**config.mk**
```make
export PLATFORM = sky130hd
export DESIGN_NAME = imm_instr_encoder
export DESIGN_NICKNAME = d
export VERILOG_FILES = /design/src/rtl/imm_instr_encoder.sv
export SDC_FILE = /design/constraint.sdc
export NUM_CORES = 1
export LEC_CHECK = 0
export CAP_MARGIN = 5
export CORE_AREA = 10 10 132 134
export CTS_CLUSTER_DIAMETER = 30
export CTS_CLUSTER_SIZE = 12
export DETAILED_ROUTE_END_ITERATION = 10
export DIE_AREA = 0 0 142 144
export PLACE_DENSITY = 0.67
export SETUP_SLACK_MARGIN = 0.5
export SYNTH_ARGS = -nofsm -noshare
export SYNTH_HDL_FRONTEND = slang
export SYNTH_SLANG_ARGS = --single-unit
```
**constraint.sdc**
```tcl
create_clock -name CLK -period 3 [get_ports CLK]
set_input_delay 0.45 -clock CLK [delete_from_list [all_inputs] [get_ports CLK]]
set_output_delay 0.45 -clock CLK [all_outputs]
set_load 0.02 [all_outputs]
```
**src/rtl/imm_instr_encoder.sv**
```systemverilog
// imm_instr_encoder: two-stage RV32 instruction encoder with immediate range checking
// Ports: CLK/RESETN (async active-low) clock and reset; IN_VALID/IN_READY request handshake;
// FORMAT, OPCODE, RD, RS1, RS2, FUNCT3, FUNCT7, IMM instruction fields; OUT_VALID/OUT_READY
// result handshake; OUT_INSTR encoded word; OUT_ERR range/format error; ENC_COUNT/ERR_COUNT
// saturating counters of emitted words and emitted error words.
module imm_instr_encoder #(
    parameter int CNT_W = 16
) (
    input  logic             CLK,
    input  logic             RESETN,
    input  logic             IN_VALID,
    output logic             IN_READY,
    input  logic [2:0]       FORMAT,
    input  logic [6:0]       OPCODE,
    input  logic [4:0]       RD,
    input  logic [4:0]       RS1,
    input  logic [4:0]       RS2,
    input  logic [2:0]       FUNCT3,
    input  logic [6:0]       FUNCT7,
    input  logic [31:0]      IMM,
    output logic             OUT_VALID,
    input  logic             OUT_READY,
    output logic [31:0]      OUT_INSTR,
    output logic             OUT_ERR,
    output logic [CNT_W-1:0] ENC_COUNT,
    output logic [CNT_W-1:0] ERR_COUNT
);
    logic        s1_valid;
    logic [2:0]  s1_fmt;
    logic [6:0]  s1_op;
    logic [4:0]  s1_rd;
    logic [4:0]  s1_rs1;
    logic [4:0]  s1_rs2;
    logic [2:0]  s1_f3;
    logic [6:0]  s1_f7;
    logic [31:0] s1_imm;
    logic [31:0] enc_word;
    logic        enc_err;
    logic        accept;
    logic        s1_adv;
    logic        out_hs;
    logic        i_ok;
    logic        b_ok;
    logic        j_ok;
    assign IN_READY = RESETN && (!s1_valid || !OUT_VALID || OUT_READY);
    assign accept   = IN_VALID && IN_READY;
    assign out_hs   = OUT_VALID && OUT_READY;
    assign s1_adv   = s1_valid && (!OUT_VALID || OUT_READY);
    // An immediate fits when every bit above the field's sign bit copies that sign bit
    assign i_ok = (&s1_imm[31:11]) || !(|s1_imm[31:11]);
    assign b_ok = ((&s1_imm[31:12]) || !(|s1_imm[31:12])) && !s1_imm[0];
    assign j_ok = ((&s1_imm[31:20]) || !(|s1_imm[31:20])) && !s1_imm[0];
    always_comb begin
        enc_word = '0;
        enc_err  = 1'b1;
        case (s1_fmt)
            3'd0: begin
                enc_word = {s1_f7, s1_rs2, s1_rs1, s1_f3, s1_rd, s1_op};
                enc_err  = 1'b0;
            end
            3'd1: begin
                enc_word = {s1_imm[11:0], s1_rs1, s1_f3, s1_rd, s1_op};
                enc_err  = !i_ok;
            end
            3'd2: begin
                enc_word = {s1_imm[11:5], s1_rs2, s1_rs1, s1_f3, s1_imm[4:0], s1_op};
                enc_err  = !i_ok;
            end
            3'd3: begin
                enc_word = {s1_imm[12], s1_imm[10:5], s1_rs2, s1_rs1, s1_f3,
                            s1_imm[4:1], s1_imm[11], s1_op};
                enc_err  = !b_ok;
            end
            3'd4: begin
                enc_word = {s1_imm[31:12], s1_rd, s1_op};
                enc_err  = |s1_imm[11:0];
            end
            3'd5: begin
                enc_word = {s1_imm[20], s1_imm[10:1], s1_imm[11], s1_imm[19:12], s1_rd, s1_op};
                enc_err  = !j_ok;
            end
            default: ;
        endcase
    end
    always_ff @(posedge CLK or negedge RESETN) begin
        if (!RESETN) begin
            s1_valid  <= 1'b0;
            s1_fmt    <= '0;
            s1_op     <= '0;
            s1_rd     <= '0;
            s1_rs1    <= '0;
            s1_rs2    <= '0;
            s1_f3     <= '0;
            s1_f7     <= '0;
            s1_imm    <= '0;
            OUT_VALID <= 1'b0;
            OUT_INSTR <= '0;
            OUT_ERR   <= 1'b0;
            ENC_COUNT <= '0;
            ERR_COUNT <= '0;
        end else begin
            if (accept) begin
                s1_valid <= 1'b1;
                s1_fmt   <= FORMAT;
                s1_op    <= OPCODE;
                s1_rd    <= RD;
                s1_rs1   <= RS1;
                s1_rs2   <= RS2;
                s1_f3    <= FUNCT3;
                s1_f7    <= FUNCT7;
                s1_imm   <= IMM;
            end else if (s1_adv) begin
                s1_valid <= 1'b0;
            end
            if (s1_adv) begin
                OUT_VALID <= 1'b1;
                OUT_INSTR <= enc_word;
                OUT_ERR   <= enc_err;
            end else if (OUT_READY) begin
                OUT_VALID <= 1'b0;
            end
            if (out_hs && !(&ENC_COUNT))
                ENC_COUNT <= ENC_COUNT + CNT_W'(1);
            if (out_hs && OUT_ERR && !(&ERR_COUNT))
                ERR_COUNT <= ERR_COUNT + CNT_W'(1);
        end
    end
endmodule
```
# Word-level counts from Yosys, hierarchy flattened
# Index checks and enable logic that the tools add are counted.
dict set report totals {
  register_bits 134
  mem_bits_rw 0
  wordCells 66
  rom_bits 0
  n_memories 0
  latchBits 0
}
dict set report classes {
  n_eq_ne 5
  div 0
  n_mux 6
  shifts 0
  n_bitwise 0
  n_reduce_logical 39
  addsub 2
  order_cmp 0
  multipliers 0
}
# op n
set ops {}
lappend ops {{$pmux W32 S6} 1}
lappend ops {{$add A16 B1 Y16 const B} 2}
lappend ops {{$reduce_and A16 Y1} 2}
lappend ops {{$reduce_or A12 Y1} 2}
lappend ops {{$reduce_and A21 Y1} 1}
lappend ops {{$reduce_or A21 Y1} 1}
lappend ops {{$reduce_and A20 Y1} 1}
lappend ops {{$reduce_or A20 Y1} 1}
lappend ops {{$reduce_and A12 Y1} 1}
lappend ops {{$logic_not A1 Y1} 11}
lappend ops {{$logic_and A1 B1 Y1} 9}
lappend ops {{$eq A3 B2 Y1 const B} 2}
lappend ops {{$eq A3 B3 Y1 const B} 2}
lappend ops {{$logic_or A1 B1 Y1} 6}
lappend ops {{$pmux W1 S5} 1}
lappend ops {{$mux W1} 4}
lappend ops {{$reduce_bool A2 Y1} 2}
lappend ops {{$eq A3 B1 Y1 const B} 1}
lappend ops {{$logic_not A3 Y1} 1}
lappend ops {{$reduce_or A2 Y1} 1}

# Longest topological paths before layout
# Gate-level depths: netlist (run 1).
dict set report depth {
  depth_word 6
  ltp_mapped 7
}

# Least setup slack after synthesis (run 1)
# No wires, ideal clock.
dict set report synth_timing {
  path_kind {flip-flop to flip-flop}
  start {register ENC_COUNT[0]}
  end {register ENC_COUNT[1]}
  t_arrival_ns 1.743
  path_stages_with_launch 6
  slack_ns 1.129
  n_path_buf 1
  path_cell_list {dfrtp_1 ha_1 nand3_1 o311ai_4 buf_6 mux2_1}
}
dict set report synth_between {
  elab_chain_cells 3
  elab_cells_between_ends 4
  classes_between {1 x add/sub; 3 x reduce/logical}
}
# element line_no
set synth_lines {}
lappend synth_lines {{start: declaration} 25} ;# output logic [CNT_W-1:0] ENC_COUNT,
lappend synth_lines {{start signal: assignment} 123} ;# ENC_COUNT <= ENC_COUNT + CNT_W'(1);
lappend synth_lines {{parallel branches: the longest is 3 deep, another holds $add A16 B1 Y16} --}
# Parallel ways; which one is timed is not known.
# A chain may end at the register's enable or synchronous reset.

# Worst setup path in the final report (run 1)
dict set report layout_timing {
  start {input port OUT_READY}
  end {output port IN_READY}
}
dict set report layout_between {
  elab_chain_cells 2
}
# element line_no
set layout_lines {}
lappend layout_lines {{start: declaration} 22} ;# input logic OUT_READY,
lappend layout_lines {{$logic_or A1 B1 Y1} 45} ;# assign IN_READY = RESETN && (!s1_valid || !OUT_VALID || OUT_READY);
lappend layout_lines {{$logic_and A1 B1 Y1} 45}
lappend layout_lines {{end: declaration} 12} ;# output logic IN_READY,
# Every way passes these cells.

==> results of run 1 <==
critical path: cells and delay by family:
kind / cells / cell delay, ns
AND/OR/NAND/NOR: 2 / 0.47
buffers and inverters: 2 / 0.88
cell families (layout without fill, tap and decap cells):
kind of cell	after synthesis	count (layout)
buffers and inverters	32	180
multiplexers	77	77
AO/OA/AOI/OAI	83	83
AND/OR/NAND/NOR	147	147
flip-flops	134	134
adder cells (fa/ha/maj)	2	2
XOR/XNOR	28	28
power groups by stage:
stage	clock, mW	sequential, mW	combinational (mW)
2_1_floorplan	0	2.71	0.664
3_3_place_gp	0	2.55	1.59
3_5_place_dp	0	2.57	1.62
4_1_cts	2.13	2.54	1.63
5_1_grt	2.21	2.60	1.74
6_report	2.09	2.54	1.60
layout make-up:
cell class	count	area (um2)	area share, %
Sequential cell	134	3350	41.2
Multi-Input combinational cell	337	2480	30.5
Timing Repair Buffer	142	1450	17.8
Clock buffer	20	457	5.61
Tap cell	188	235	2.89
Clock inverter	12	144	1.77
Inverter	6	22.5	0.277
state kept, by name, indices dropped and copies added, names as in the netlist:
name,cells
OUT_INSTR,32
s1_imm,32
ENC_COUNT,16
ERR_COUNT,16
s1_f7,7
s1_op,7
s1_rd,5
s1_rs1,5
s1_rs2,5
s1_f3,3
s1_fmt,3
OUT_ERR,1
OUT_VALID,1
s1_valid,1
path summary, 6_finish.rpt:
check / startpoint / end
min in group CLK: OUT_INSTR[13]$_DFFE_PN0P_ / OUT_INSTR[13]$_DFFE_PN0P_
setup reg to reg: ENC_COUNT[0]$_DFFE_PN0P_ / ENC_COUNT[1]$_DFFE_PN0P_
hold reg to reg: OUT_INSTR[13]$_DFFE_PN0P_ / OUT_INSTR[13]$_DFFE_PN0P_
setup / recovery: OUT_READY / IN_READY
max in group asynchronous: RESETN / ENC_COUNT[1]$_DFFE_PN0P_
hold / removal: RESETN / OUT_INSTR[15]$_DFFE_PN0P_
per-stage QoR:
step           area (um2)  total power [mW]
2_1_floorplan        5990              3.37
3_3_place_gp         7540              4.14
3_5_place_dp         7540              4.19
4_1_cts              8140              6.30
5_1_grt              8140              6.56
6_report             8140              6.23
what timing repair did:
item | CTS | global route
hold buffers | 0 | 0
resized for setup | 1 | 0
endpoints found under the setup margin | 1 | 0
hold endpoints to repair | 0 | 0
layer usage:
metal,track usage [%],vias up,wire length [um]
met1,19.9,2128,6940
li1,-,2076,-
met3,5.21,19,956
met5,0,-,0
met2,23.4,120,7260
met4,5.65,0,219
cells in the final DEF (no fill, tap or decap), types with 8 or more instances in the layout:
| cell | instances |
|---|---|
| a21oi_1 | 25 |
| a22o_1 | 11 |
| clkbuf_16 | 17 |
| clkdlybuf4s50_1 | 135 |
| dfrtp_1 | 134 |
| mux2_2 | 70 |
| nand2_1 | 36 |
| nand3_1 | 14 |
| nand4_1 | 17 |
| nor2_1 | 20 |
| nor2b_1 | 19 |
| nor3_1 | 8 |
| nor4_1 | 10 |
| o21ai_0 | 27 |
| xnor2_1 | 14 |
| xor2_1 | 14 |
==> reports/results.tsv, run 1 <==
metric	value	unit
period utilization	75.0	%
placed cell count	807	
Int Power	4.29	mW
Die Wd	142	um
Synth Area in Compound Gates	8.96	%
largest cells by area after synthesis	dfrtp_1 (56%), mux2_2 (13%), nand2_1 (2.3%), o21ai_0 (2.3%), a21oi_1 (2.1%)	
flop2flop setup slack	0.94	ns
Slowest cell on crit path	clkdlybuf4s50_1	
max-cap violation count	0	
mux cell area share after synthesis	14.3	%
largest family of logic cells by synthesized area	multiplexers	
Synth Area in Simple Gates	13.5	%
die footprint	20400	um2
Synth top area share	56.0	%
combinational power share	25.7	%
sw frac	31.1	%
Mapped Cells	503	
Yosys reg bits	134	
critical path data arrival time	1.80	ns
Non-Filler Instances	839	
share of cells above drive strength 1	18.3	%
critical path class	in -> out	
Min Hold Slack	0.137	ns
top-count cell post-synth	dfrtp_1	
RSZ-0062 raised after global routing	false	
VDD IR-drop max	0.435	mV
Max stage delay on crit path	0.54	ns
# H-tree levels	4	
clk_lat worst skew	0.42	ns
HPWL after DPL	11.1	mm
DP Worst Slack	0.485	ns
CP endpoint kind	output pin	
Num CTS Buffers	17	
worst relative slew slack	33.6	%
synth warn	0	
Via Count	4343	
r2r worst-path depth	4	
CTS Sinks	134	
TritonCTS clock tree	done	
Nets	711	
net switching power	1.94	mW
Ports	138	
commonest cells in the netlist	dfrtp_1 (134), mux2_2 (70), nand2_1 (37)	
Post-Syn Nets	576	
crit path cell chain	clkdlybuf4s50_1, nand3b_1, and2_2, dlygate4sd2_1	
total wire length	15.4	mm
ant diodes	0	
total track usage	15.4	%
Seq/Total Area, Yosys	56.0	%
Synth Flop Type	dfrtp_1	
post-route setup slack	0.750	ns
Routability Congestion	0.806	
number of flops mapped to enable cells by yosys	0	
worst hold path class	in -> async	
status	finished, final reports clean	
clock buffer depth	2	
Core Area	14900	um2
Slew @ Worst Pin	0.996	ns
Finish-stage setup viols	0	
Routed Antenna Nets	0	
Fin Clk Skew	0.00634	ns
Worst Setup Start Kind	input port	
1st-pass router iterations	4	
synthesis-to-finish area growth	35.9	%
Finished Core Util	54.8	%
root buffer cell	clkbuf_16	
post-synth cell types	43	
CP max FO	5	
Synth Area in Adders	0.418	%
FP Rows	45	
crit path time final	2.25	ns
FMAX	0.444	GHz
final count of pins violating max slew	0	
leakage	3.44	nW
worst endpoint required time	2.55	ns
Worst-path clk slew	0.06	ns
chip height	144	um
Port Buffers	137	
largest net degree at the start of global routing	135	
final hold vios	0	
Synth Cell Area	5990	um2
first-pass GRT wire length	24.8	mm
routed length per instance	18.3	um
detailed-route DRC error count	0	
Synth Area in XOR/XNOR	4.09	%
fill count	1287	
initial antenna violation count	0	
Syn Area/Cell	11.9	um2
Vias/cell	5.18	
number of global-route vias before repair	4519	
Starting Density	40.3	%
area leader, netlist	dfrtp_1	
Initial DRC Count	205	
grt ovf	0	
async set-reset flop share out of synthesis	100	%
setup TNS	0	ns
postcts setup bufs	0	
Power Density	765	nW/um2
Flop pwr share	40.7	%
Clk pwr share	33.6	%
No activity file was read; power rests on OpenSTA's default activity.
==> run 2: changes to the inputs <==
==> constraint.sdc (replaced) <==
create_clock -name CLK -period 2.2 [get_ports CLK]
set_input_delay 0.33 -clock CLK [delete_from_list [all_inputs] [get_ports CLK]]
set_output_delay 0.33 -clock CLK [all_outputs]
set_load 0.02 [all_outputs]
==> run 2 against run 1 <==
Sequential cell count stayed put. Non-clock buffer count is 29 higher. Final area is 4.0% higher. Sequential power is 36% higher. Global-route usage is 0.22 points lower. First-iteration DRC count is 3.9% higher. Register-to-register slack worse by 0.42 ns. Critical path depth is 3 higher. Die area stayed put. Clock power is 33% higher. Wire length is 3.8% higher.
==> reports/results.tsv, run 2 (synthesis gave the netlist of run 1 again) <==
metric	value	unit	change
grt ovf	0		unchanged
Vias/cell	5.23		+0.98%
period utilization	76.5	%	
CP max FO	6		+1
critical path class	reg -> reg		
worst endpoint required time	2.49	ns	-0.06 ns
Finish-stage setup viols	0		unchanged
FMAX	0.594	GHz	
initial antenna violation count	0		unchanged
HPWL after DPL	11.2	mm	+0.30%
critical path data arrival time	1.97	ns	+0.17 ns
Power Density	995	nW/um2	+30%
Non-Filler Instances	868		+3.5%
detailed-route DRC error count	0		unchanged
Worst Setup Start Kind	flip-flop		
worst relative slew slack	50.2	%	+17 points
max-cap violation count	0		unchanged
final hold vios	0		unchanged
Finished Core Util	57.0	%	+2.2 points
flop2flop setup slack	0.52	ns	-0.42 ns
placed cell count	815		+0.99%
Num CTS Buffers	17		unchanged
Finished Cell Area	8470	um2	+4.0%
Ports	138		unchanged
Die Wd	142	um	unchanged
Via Count	4537		+4.5%
Flop pwr share	40.9	%	+0.2 points
total track usage	15.2	%	-0.22 points
Slew @ Worst Pin	0.747	ns	-0.249 ns
setup TNS	0	ns	unchanged
Routed Antenna Nets	0		unchanged
VDD IR-drop max	0.592	mV	+36%
Nets	740		+4.1%
CP endpoint kind	flip-flop		
Port Buffers	137		unchanged
clock buffer depth	2		unchanged
largest net degree at the start of global routing	135		unchanged
share of cells above drive strength 1	26.8	%	+8.5 points
# H-tree levels	4		unchanged
combinational power share	26.0	%	+0.3 points
chip height	144	um	unchanged
Routability Congestion	0.818		+1.4%
total power	8.43	mW	+35%
routed length per instance	18.4	um	+0.32%
Starting Density	40.3	%	unchanged
commonest non-fill, non-tap cells in the layout	dfrtp_1 (117), mux2_2 (70), clkdlybuf4s50_1 (68)		
Int Power	5.74	mW	+34%
status	finished, final reports clean		
leakage	3.83	nW	+12%
Clk pwr share	33.1	%	-0.5 points
number of global-route vias before repair	4700		+4.0%
ant diodes	0		unchanged
CTS Sinks	134		unchanged
final count of pins violating max slew	0		unchanged
top flop regs	OUT_INSTR: 32 flops, s1_imm: 32 flops		
Initial DRC Count	213		+3.9%
Worst-path clk slew	0.06	ns	about the same
Fin Clk Skew	0.0147	ns	+0.00838 ns
worst hold path class	in -> async		
FP Rows	45		unchanged
first-pass GRT wire length	24.8	mm	+0.33%
sw frac	31.9	%	+0.74 points
RSZ-0062 raised after global routing	true		
TritonCTS clock tree	done		
die footprint	20400	um2	unchanged
net switching power	2.69	mW	+38%
Min Hold Slack	0.0210	ns	-0.116 ns
post-route setup slack	0.516	ns	-0.234 ns
synthesis-to-finish area growth	41.3	%	
root buffer cell	clkbuf_16		
DP Worst Slack	-0.0517	ns	-0.537 ns
clk_lat worst skew	0.41	ns	about the same
crit path time final	1.68	ns	
Core Area	14900	um2	unchanged
total wire length	16.0	mm	+3.8%
Cell Area, Placed	7630	um2	+1.2%
commonest non-fill, non-tap cell in the layout	dfrtp_1		
1st-pass router iterations	4		unchanged
==> run 2: changes by cell type in the layout (fill, tap and decap cells not counted), moves of 4 or more <==
cell	before	now
dfrtp_2	0	17
clkdlybuf4s50_1	135	68
dfrtp_1	134	117
nor3_1	8	4
dlygate4sd2_1	1	66
buf_4	2	26
==> run 2: worst paths after layout <==
path / startpoint / endpoint / cells past startpoint
setup / recovery: ENC_COUNT[8]$_DFFE_PN0P_ / ENC_COUNT[6]$_DFFE_PN0P_ / 7
hold / removal: RESETN / s1_imm[16]$_DFFE_PN0P_ / 2
setup reg to reg: ENC_COUNT[8]$_DFFE_PN0P_ / ENC_COUNT[6]$_DFFE_PN0P_ / 7
hold reg to reg: OUT_INSTR[16]$_DFFE_PN0P_ / OUT_INSTR[16]$_DFFE_PN0P_ / 2
max in group asynchronous: RESETN / ENC_COUNT[1]$_DFFE_PN0P_ / 2
min in group CLK: OUT_READY / s1_valid$_DFFE_PN0P_ / 3
==> run 2: layout make-up <==
cell class / instances / area [um2]
clock buffers: 18 / 439
clock inverters: 14 / 150
fillers: 1281 / 6390
inverters: 6 / 22.5
multi-input cells: 337 / 2600
flip-flops and latches: 134 / 3370
well taps: 188 / 235
repair buffers: 171 / 1650
==> run 2: timing repair <==
action,CTS,global route
setup buffers,3,16
endpoints found under the setup margin,103,96
cloned,1,1
gates resized for setup,72,28
hold buffers,0,0
pin swaps,3,5
==> run 2: power groups by stage <==
| stage | clock network, mW | registers, mW | logic [mW] |
|---|---|---|---|
| after global placement | 0 | 3.47 | 2.23 |
| after detailed placement | 0 | 3.50 | 2.28 |
| final | 2.79 | 3.45 | 2.19 |
| after global routing | 2.96 | 3.53 | 2.39 |
| after floorplan | 0 | 3.71 | 0.913 |
| after CTS | 2.85 | 3.45 | 2.10 |
==> run 2: metal layers <==
metal	vias to the layer above	global-route usage (%)	part of all wire, %
li1	2140	-	-
met1	2269	19.2	43
met2	116	24.0	50
met3	12	4.66	5.5
met4	0	5.27	1.5
met5	-	0	0
==> run 2: worst max-delay path, cell delays in order (launching register included) <==
cell	delay (ns)
dfrtp_2	0.41
and4_4	0.25
nand3_4	0.09
o311ai_4	0.34
buf_12	0.17
buf_4	0.11
nor3_2	0.04
xor2_1	0.14
